### src/rtl/lcd_bus_arbiter.sv
// Arbitrates two character/command writers and a clear requester onto one
// HD44780-style panel bus, generating timed LCD_EN and LCD_RST pulses.
module lcd_bus_arbiter #(
  parameter int unsigned EN_HIGH_CYC = 2,
  parameter int unsigned EN_LOW_CYC  = 1,
  parameter int unsigned RST_CYC     = 4
) (
  input  logic       clk,
  input  logic       reset,
  input  logic       req0,
  input  logic       req1,
  input  logic [7:0] data0,
  input  logic [7:0] data1,
  input  logic       rs0,
  input  logic       rs1,
  input  logic       clr_req,
  output logic       ack0,
  output logic       ack1,
  output logic       clr_ack,
  output logic       busy,
  output logic [7:0] LCD_DATA,
  output logic       LCD_RW,
  output logic       LCD_EN,
  output logic       LCD_RS,
  output logic       LCD_RST
);

  typedef enum logic [1:0] {IDLE, EN_HI, EN_LO, CLR} state_t;

  localparam logic [7:0] EN_HI_LOAD = 8'(EN_HIGH_CYC - 1);
  localparam logic [7:0] EN_LO_LOAD = 8'(EN_LOW_CYC - 1);
  localparam logic [7:0] CLR_LOAD   = 8'(RST_CYC - 1);

  state_t     state;
  logic [7:0] phase_cnt;
  logic       last_grant;  // requester granted most recently
  logic       pick1;

  // Requester 1 wins when alone, or when both ask and 0 was served last.
  always_comb begin
    pick1 = 1'b0;
    if (req1 && (!req0 || !last_grant))
      pick1 = 1'b1;
  end

  // NOTE: every register here is updated with non-blocking assignments so all
  // outputs change together on the edge and never depend on evaluation order.
  always_ff @(posedge clk) begin
    if (reset) begin
      state      <= IDLE;
      phase_cnt  <= 8'd0;
      last_grant <= 1'b1;
      ack0       <= 1'b0;
      ack1       <= 1'b0;
      clr_ack    <= 1'b0;
      busy       <= 1'b0;
      LCD_DATA   <= 8'h00;
      LCD_RW     <= 1'b1;
      LCD_EN     <= 1'b0;
      LCD_RS     <= 1'b0;
      LCD_RST    <= 1'b0;
    end else begin
      ack0    <= 1'b0;
      ack1    <= 1'b0;
      clr_ack <= 1'b0;
      case (state)
        IDLE: begin
          if (clr_req) begin
            state     <= CLR;
            phase_cnt <= CLR_LOAD;
            clr_ack   <= 1'b1;
            busy      <= 1'b1;
            LCD_RST   <= 1'b1;
          end else if (req0 || req1) begin
            state      <= EN_HI;
            phase_cnt  <= EN_HI_LOAD;
            last_grant <= pick1;
            ack0       <= !pick1;
            ack1       <= pick1;
            busy       <= 1'b1;
            LCD_DATA   <= pick1 ? data1 : data0;
            LCD_RS     <= pick1 ? rs1 : rs0;
            LCD_RW     <= 1'b0;
            LCD_EN     <= 1'b1;
          end
        end
        EN_HI: begin
          if (phase_cnt == 8'd0) begin
            state     <= EN_LO;
            phase_cnt <= EN_LO_LOAD;
            LCD_EN    <= 1'b0;
          end else begin
            phase_cnt <= phase_cnt - 8'd1;
          end
        end
        EN_LO: begin
          if (phase_cnt == 8'd0) begin
            state  <= IDLE;
            busy   <= 1'b0;
            LCD_RW <= 1'b1;
          end else begin
            phase_cnt <= phase_cnt - 8'd1;
          end
        end
        CLR: begin
          if (phase_cnt == 8'd0) begin
            state   <= IDLE;
            busy    <= 1'b0;
            LCD_RST <= 1'b0;
          end else begin
            phase_cnt <= phase_cnt - 8'd1;
          end
        end
        default: begin
          state   <= IDLE;
          busy    <= 1'b0;
          LCD_EN  <= 1'b0;
          LCD_RW  <= 1'b1;
          LCD_RST <= 1'b0;
        end
      endcase
    end
  end

endmodule
### config.mk
export PLATFORM = sky130hd
export DESIGN_NAME = lcd_bus_arbiter
export DESIGN_NICKNAME = d
export VERILOG_FILES = /design/src/rtl/lcd_bus_arbiter.sv
export SDC_FILE = /design/constraint.sdc
export NUM_CORES = 1
export LEC_CHECK = 0
export CAP_MARGIN = 40
export CORE_UTILIZATION = 25
export DETAILED_ROUTE_END_ITERATION = 10
export GPL_ROUTABILITY_DRIVEN = 1
export PLACE_DENSITY = 0.55
export REMOVE_ABC_BUFFERS = 1
export SYNTH_ARGS = -nofsm -noshare
export SYNTH_HDL_FRONTEND = slang
export SYNTH_SLANG_ARGS = --single-unit
export TNS_END_PERCENT = 100
### constraint.sdc
create_clock -name clk -period 2.35 [get_ports clk]
set_clock_uncertainty 0.15 [all_clocks]
set_input_delay 0.5875 -clock clk [delete_from_list [all_inputs] [get_ports clk]]
set_output_delay 0.5875 -clock clk [all_outputs]
set_load 0.01 [all_outputs]
==> results by group, run 1 <==
Worst setup path
  – Worst Path Arrival: about 2.2 ns
  – Buf/Inv on CP: 2
  – CP Max Fanout: 12
  – Worst Setup End Kind: register
  – Crit-path slowest cell: or4_1
  – Startpoint types: register
  – Critical-path cell list: inv_1, ha_1, nor3b_1, buf_4, and3_2, or4_1, a21oi_1
  – Worst EP required: ~2.4 ns
  – Worst setup path category: register to register
  – CP delay by family, top: simple AND/OR/NAND/NOR gates
  – CP max stage delay: approximately 0.5 ns

Timing
  – Worst slew pin tran: ~0.55 ns
  – Final setup fails: 0
  – Slew headroom: between 60% and 70%
  – Fin. Hold Viols: 0
  – RSZ-0062 raised after global routing: false
  – Final Cycle Share: between 90% and 100%
  – Max Clock Freq: around 460 MHz
  – Setup TNS: 0 ns
  – Tmin final: between 2 and 2.5 ns
  – Fin. max-slew vios: 0

Route
  – Via count: 1200
  – Iter 0 DRT Violations: 23
  – WL per Instance: about 12 um
  – Post-route ant nets: 0
  – DRT Pass-1 Iters: 4
  – DR DRC count: 0
  – Via density: 4.80
  – Routed WL: slightly below 3000 um

Cells and area
  – Area delta synth->final: 43.9%
  – Leading cell type in the layout, fill and taps excluded: clkdlybuf4s50_1
  – Non-Filler Instances: 250
  – # diodes: 0
  – Post-route cell area: roughly 1800 um2
  – Fraction of layout cells with a size suffix above 1: 9.29%
  – Commonest cells after routing, fill and taps aside: clkdlybuf4s50_1, dfxtp_1, nor2_1, a21oi_1, a211oi_1
  – Post-layout util: between 30% and 40%
  – Nets: about 210

Synth
  – Post-synthesis simple-gate area fraction: between 20% and 30%
  – Synthesized area per cell: 8.97 um2
  – Compound-Gate Fraction of Synth Area: 23.0%
  – Flops & latches, synth: 27
  – Synth area leaders: dfxtp_1, mux2i_1, a211oi_1, a21oi_1, nor2_1
  – Xor/xnor share of the synthesized area: 0%
  – Register area share after synthesis: 43.0%
  – Post-synth top area cell: dfxtp_1
  – Post-Synth Adder-Cell Area: less than 1%
  – Post-synthesis mux area share: 7.17%
  – Synth warn: 0
  – Largest family of logic cells by synthesized area: compound AO/OA/AOI/OAI gates
  – Synth Instances: 140
  – Post-synth top area share: between 40% and 50%
  – Post-synth cell types: 31
  – Synthesized area: between 1000 and 1500 um2

Place
  – HPWL Detailed: about 2200 um
  – Dpl cell area: ~1800 um2
  – GPL Wtd Cong: ~0.76
  – Dpl cells: approximately 250
  – PortBufs: 38

Floorplan
  – Die ar.: around 5300 um2
  – Horiz. Die Dim: 72.9 um
  – Initial Utilization: 26.2%
  – Chip height: 72.9 um
  – Boundary Pins: 39
  – Site Rows: 25
  – Core Area: 4790 um2

Global route
  – Global route overflow: 0
  – Vias in the first global route: between 1000 and 1500
  – Tot GR Track Use: roughly an eighth
  – Largest net degree at the start of global routing: 22
  – Initial antenna violation count: 0
  – Global-route wire length before repair: 5020 um

Clock tree
  – CTS root buffer: clkbuf_8
  – Post-CTS Setup Bufs: 0
  – Clock slew at reported path FFs: roughly 0.09 ns
  – Clk_lat worst skew: about 0.27 ns
  – H-tree Lvls: 1
  – Clock sink count: 27
  – TritonCTS buffer count: 3
  – Clock Path Buffers: 2
  – CTS tree: done

Job
  – Max-cap violations: 0

Power
  – VDD IR max: about 0.00033 V
  – Static Leak: slightly below 0.7 nW
  – P per Cell Area: approximately 1100 nW/um2

Min path
  – Hold Crit Class: register to register

Run status
  – Outcome: completed
-- final timing paths --
check / from / end / slack [ns] / cells past startpoint
min: busy$_SDFFE_PP0P_ / busy$_SDFFE_PP0P_ / 0.31 / 2
min reg2reg: busy$_SDFFE_PP0P_ / busy$_SDFFE_PP0P_ / 0.31 / 2
max reg2reg: phase_cnt[0]$_SDFFE_PP0P_ / phase_cnt[5]$_SDFFE_PP0P_ / 0.17 / 7
max: phase_cnt[0]$_SDFFE_PP0P_ / phase_cnt[5]$_SDFFE_PP0P_ / 0.17 / 7
-- report_power, final --
group          leakage [nW]  total (mW)  internal [mW]  switching [mW]
Sequential            0.222       0.756          0.601           0.155
Clock                0.0228       0.264          0.122           0.142
Combinational         0.434       0.993          0.500           0.492
-- stage by stage --
| step | power, mW | setup slack (ns) | hold WS, ns |
|---|---|---|---|
| after floorplan | 1.36 | -0.352 | 0.308 |
| after global placement | 1.74 | 0.0467 | 0.300 |
| after detailed placement | 1.76 | -0.0172 | 0.302 |
| after CTS | 2.03 | 0.135 | 0.315 |
| after global routing | 2.17 | 0.0444 | 0.330 |
| final | 2.01 | 0.173 | 0.313 |
-- cells in the mapped netlist --
cell,n
nor4_4,1
buf_6,1
nor3_1,3
buf_2,3
or4_1,5
and3_1,4
o31ai_4,1
nor2_1,15
nor3b_1,3
nor4_1,2
o21ai_1,1
a211oi_1,11
a2bb2oi_1,1
o2bb2ai_1,1
a21oi_1,15
inv_1,5
a21boi_0,1
clkbuf_1,3
nor2b_1,1
o31ai_1,5
buf_4,1
dfxtp_1,27
or3_1,3
a31oi_1,1
o221a_2,1
mux2i_1,9
and2_1,1
o21ai_0,5
nand2_1,5
ha_1,1
nand3_1,4
-- metal layers --
metal / track usage [%] / wire length (um) / up-vias
met1: 13.1 / 1310 / 549
met4: 7.19 / 46 / 0
met3: 2.49 / 144 / 5
met2: 21.3 / 1420 / 35
met5: 0 / 0 / -
li1: - / - / 611
-- registers in the layout, indices dropped and copies added, names as in the netlist --
name        flops
ack1            1
state           2
LCD_DATA        8
phase_cnt       8
clr_ack         1
busy            1
LCD_EN          1
ack0            1
last_grant      1
LCD_RW          1
LCD_RST         1
LCD_RS          1
-- final cells by class --
cell class                 count  area, um2
multi-input combinational    100        659
timing repair buffer          47        460
inverter                       5       18.8
sequential                    27        541
clock buffer                   4       45.0
fill                         479       2980
tap                           67       83.8
-- tightest hold or removal path: stages (launching register included) --
cell,delay [ns]
dfxtp_1,0.32
nand2_1,0.05
a21oi_1,0.05
-- repair_timing --
action | in CTS | in global routing
hold buffers | 0 | 0
gates resized for setup | 0 | 1
endpoints found under the setup margin | 0 | 1
hold endpoints to repair | 0 | 0
-- kinds of logic after synthesis --
logic type	count (synthesis)
DFF	27
adders and majority gates	1
muxes	9
buffers and inverters	13
and+or+nand+nor	47
AOI/OAI and AO/OA	43
Power figures use the tool's default switching activity.
==> run 2: changes to the inputs <==
Settings changed: CORE_UTILIZATION 25 to 45, PLACE_DENSITY 0.55 to 0.85.
==> run 2 against run 1 <==
Sequential share of layout area grew 1.3 points. Utilization grew 30 points. Combinational power shrank 2%. Clock-buffer cell count is the same. Wire length grew 0.10%. Non-clock buffer count is the same. Clock power shrank 22%. Via count shrank 0.25%. Sequential power is essentially flat. Setup slack gained 0.047 ns. Critical endpoint unchanged. Highest routed layer unchanged.
==> results by group, run 2 (same netlist as run 1, synthesis figures left out) <==
Route
  – Iter 0 DRT Violations: 20 (-13%)
  – Via density: 5.62 (+17%)
  – Via count: 1197 (-0.25%)
  – Routed WL: 2920 um (+0.10%)
  – DR DRC count: 0 (unchanged)
  – WL per Instance: 13.7 um (+17%)
  – DRT Pass-1 Iters: 4 (unchanged)
  – Post-route ant nets: 0 (unchanged)

Place
  – HPWL Detailed: 2180 um (-1.5%)
  – PortBufs: 38 (unchanged)
  – Pre-CTS WS: 0.0165 ns (+0.0337 ns)
  – GPL Wtd Cong: 0.840 (+10%)
  – Dpl cell area: 1700 um2 (-3.3%)
  – Dpl cells: 209 (-15%)

Min path
  – Hold path depth: 2 (unchanged)
  – Hold Crit Class: register to register

Job
  – Max-cap violations: 0 (unchanged)

Timing
  – Max Clock Freq: 470 MHz (+2.2%)
  – Worst slew pin tran: 0.532 ns (-0.0153 ns)
  – Tmin final: 2.13 ns (-0.0474 ns)
  – Final setup fails: 0 (unchanged)
  – Fin. Hold Viols: 0 (unchanged)
  – Setup TNS: 0 ns (unchanged)
  – Slew headroom: 64.3% (+1.0 points)
  – Fin. max-slew vios: 0 (unchanged)
  – Worst setup margin: 0.221 ns (+0.0474 ns)
  – Final Cycle Share: 90.6% (-2.0 points)
  – RSZ-0062 raised after global routing: false

Worst setup path
  – Startpoint types: register
  – CP Max Fanout: 12 (unchanged)
  – Worst Path Arrival: 2.25 ns (+0.02 ns)
  – Reg2reg path depth: 6 (-1)
  – Worst setup path category: register to register
  – Worst EP required: 2.48 ns (+0.08 ns)
  – Worst Setup End Kind: register

Floorplan
  – Site Rows: 18 (-28%)
  – Horiz. Die Dim: 54.8 um (-25%)
  – Die ar.: 3010 um2 (-43%)
  – Chip height: 54.8 um (-25%)
  – Core Area: 2570 um2 (-46%)
  – Initial Utilization: 48.9% (+23 points)
  – Boundary Pins: 39 (unchanged)

Cells and area
  – Post-route cell area: 1730 um2 (-4.1%)
  – Biggest regs: LCD_DATA: 8 flops, phase_cnt: 8 flops, state: 2 flops
  – Fill count: 202 (-58%)
  – Area delta synth->final: 38.0%
  – Non-Filler Instances: 213 (-15%)
  – Post-layout util: 67.5% (+30 points)
  – Nets: 208 (unchanged)
  – # diodes: 0 (unchanged)
  – Commonest cells after routing, fill and taps aside: clkdlybuf4s50_1, dfxtp_1, nor2_1, a21oi_1, a211oi_1
  – Fraction of layout cells with a size suffix above 1: 9.29% (unchanged)
  – Leading cell type in the layout, fill and taps excluded: clkdlybuf4s50_1

Power
  – VDD IR max: 0.000823 V (+150%)
  – P per Cell Area: 1120 nW/um2 (+0.39%)
  – Static Leak: 0.672 nW (-0.99%)

Global route
  – Vias in the first global route: 1147 (-2.5%)
  – Largest net degree at the start of global routing: 22 (unchanged)
  – Global route overflow: 0 (unchanged)
  – Initial antenna violation count: 0 (unchanged)
  – Global-route wire length before repair: 4830 um (-3.8%)
  – Tot GR Track Use: 22.4% (+10 points)

Clock tree
  – CTS tree: done
  – TritonCTS buffer count: 3 (unchanged)
  – Clock Path Buffers: 2 (unchanged)
  – CTS root buffer: clkbuf_4
  – Hold_buf cts: 0 (unchanged)
  – Gates resized, CTS repair: 0 (unchanged)
  – Clock sink count: 27 (unchanged)
  – Clock slew at reported path FFs: 0.15 ns (+0.06 ns)
  – Clk_lat worst skew: 0.33 ns (+0.06 ns)
  – Post-CTS Setup Bufs: 0 (unchanged)
  – H-tree Lvls: 1 (unchanged)

Run status
  – Outcome: completed
-- run 2: final timing paths --
check / from / end / slack [ns]
setup / recovery: phase_cnt[0]$_SDFFE_PP0P_ / phase_cnt[5]$_SDFFE_PP0P_ / 0.22
hold / removal: busy$_SDFFE_PP0P_ / busy$_SDFFE_PP0P_ / 0.32
setup reg to reg: phase_cnt[0]$_SDFFE_PP0P_ / phase_cnt[5]$_SDFFE_PP0P_ / 0.22
hold reg to reg: busy$_SDFFE_PP0P_ / busy$_SDFFE_PP0P_ / 0.32
-- run 2: worst max-delay path, cell delays in order (launching register included) --
cell     delay (ns)
dfxtp_1        0.41
inv_1          0.07
ha_1           0.24
nor3b_2        0.21
and3_1         0.32
or4_1          0.52
a21oi_1        0.15
-- run 2: final cells by class --
type / instances / area [um2] / share of cell area (%)
Multi-Input combinational cell: 100 / 663 / 38.2
Sequential cell: 27 / 541 / 31.2
Timing Repair Buffer: 47 / 448 / 25.8
Tap cell: 30 / 37.5 / 2.16
Clock buffer: 4 / 26.3 / 1.52
Inverter: 5 / 18.8 / 1.08
-- run 2: report_power, final --
part	total [mW]	switching [mW]	internal, mW
clock	0.205	0.139	0.0665
combinational	0.976	0.500	0.477
sequential	0.756	0.156	0.600
total	1.94	0.795	1.14
-- run 2: routing by layer --
metal	up-vias	GRT usage [%]	wire length, um
met1	552	27.1	1310
met2	36	37.8	1390
li1	607	-	-
met5	-	0	0
met3	2	5.56	205
met4	0	8.12	14
-- run 2: stage by stage --
stage	hold slack, ns	total power, mW
after CTS	0.323	1.93
after detailed placement	0.302	1.73
after global routing	0.372	2.09
after floorplan	0.308	1.36
after global placement	0.304	1.67
final	0.320	1.94
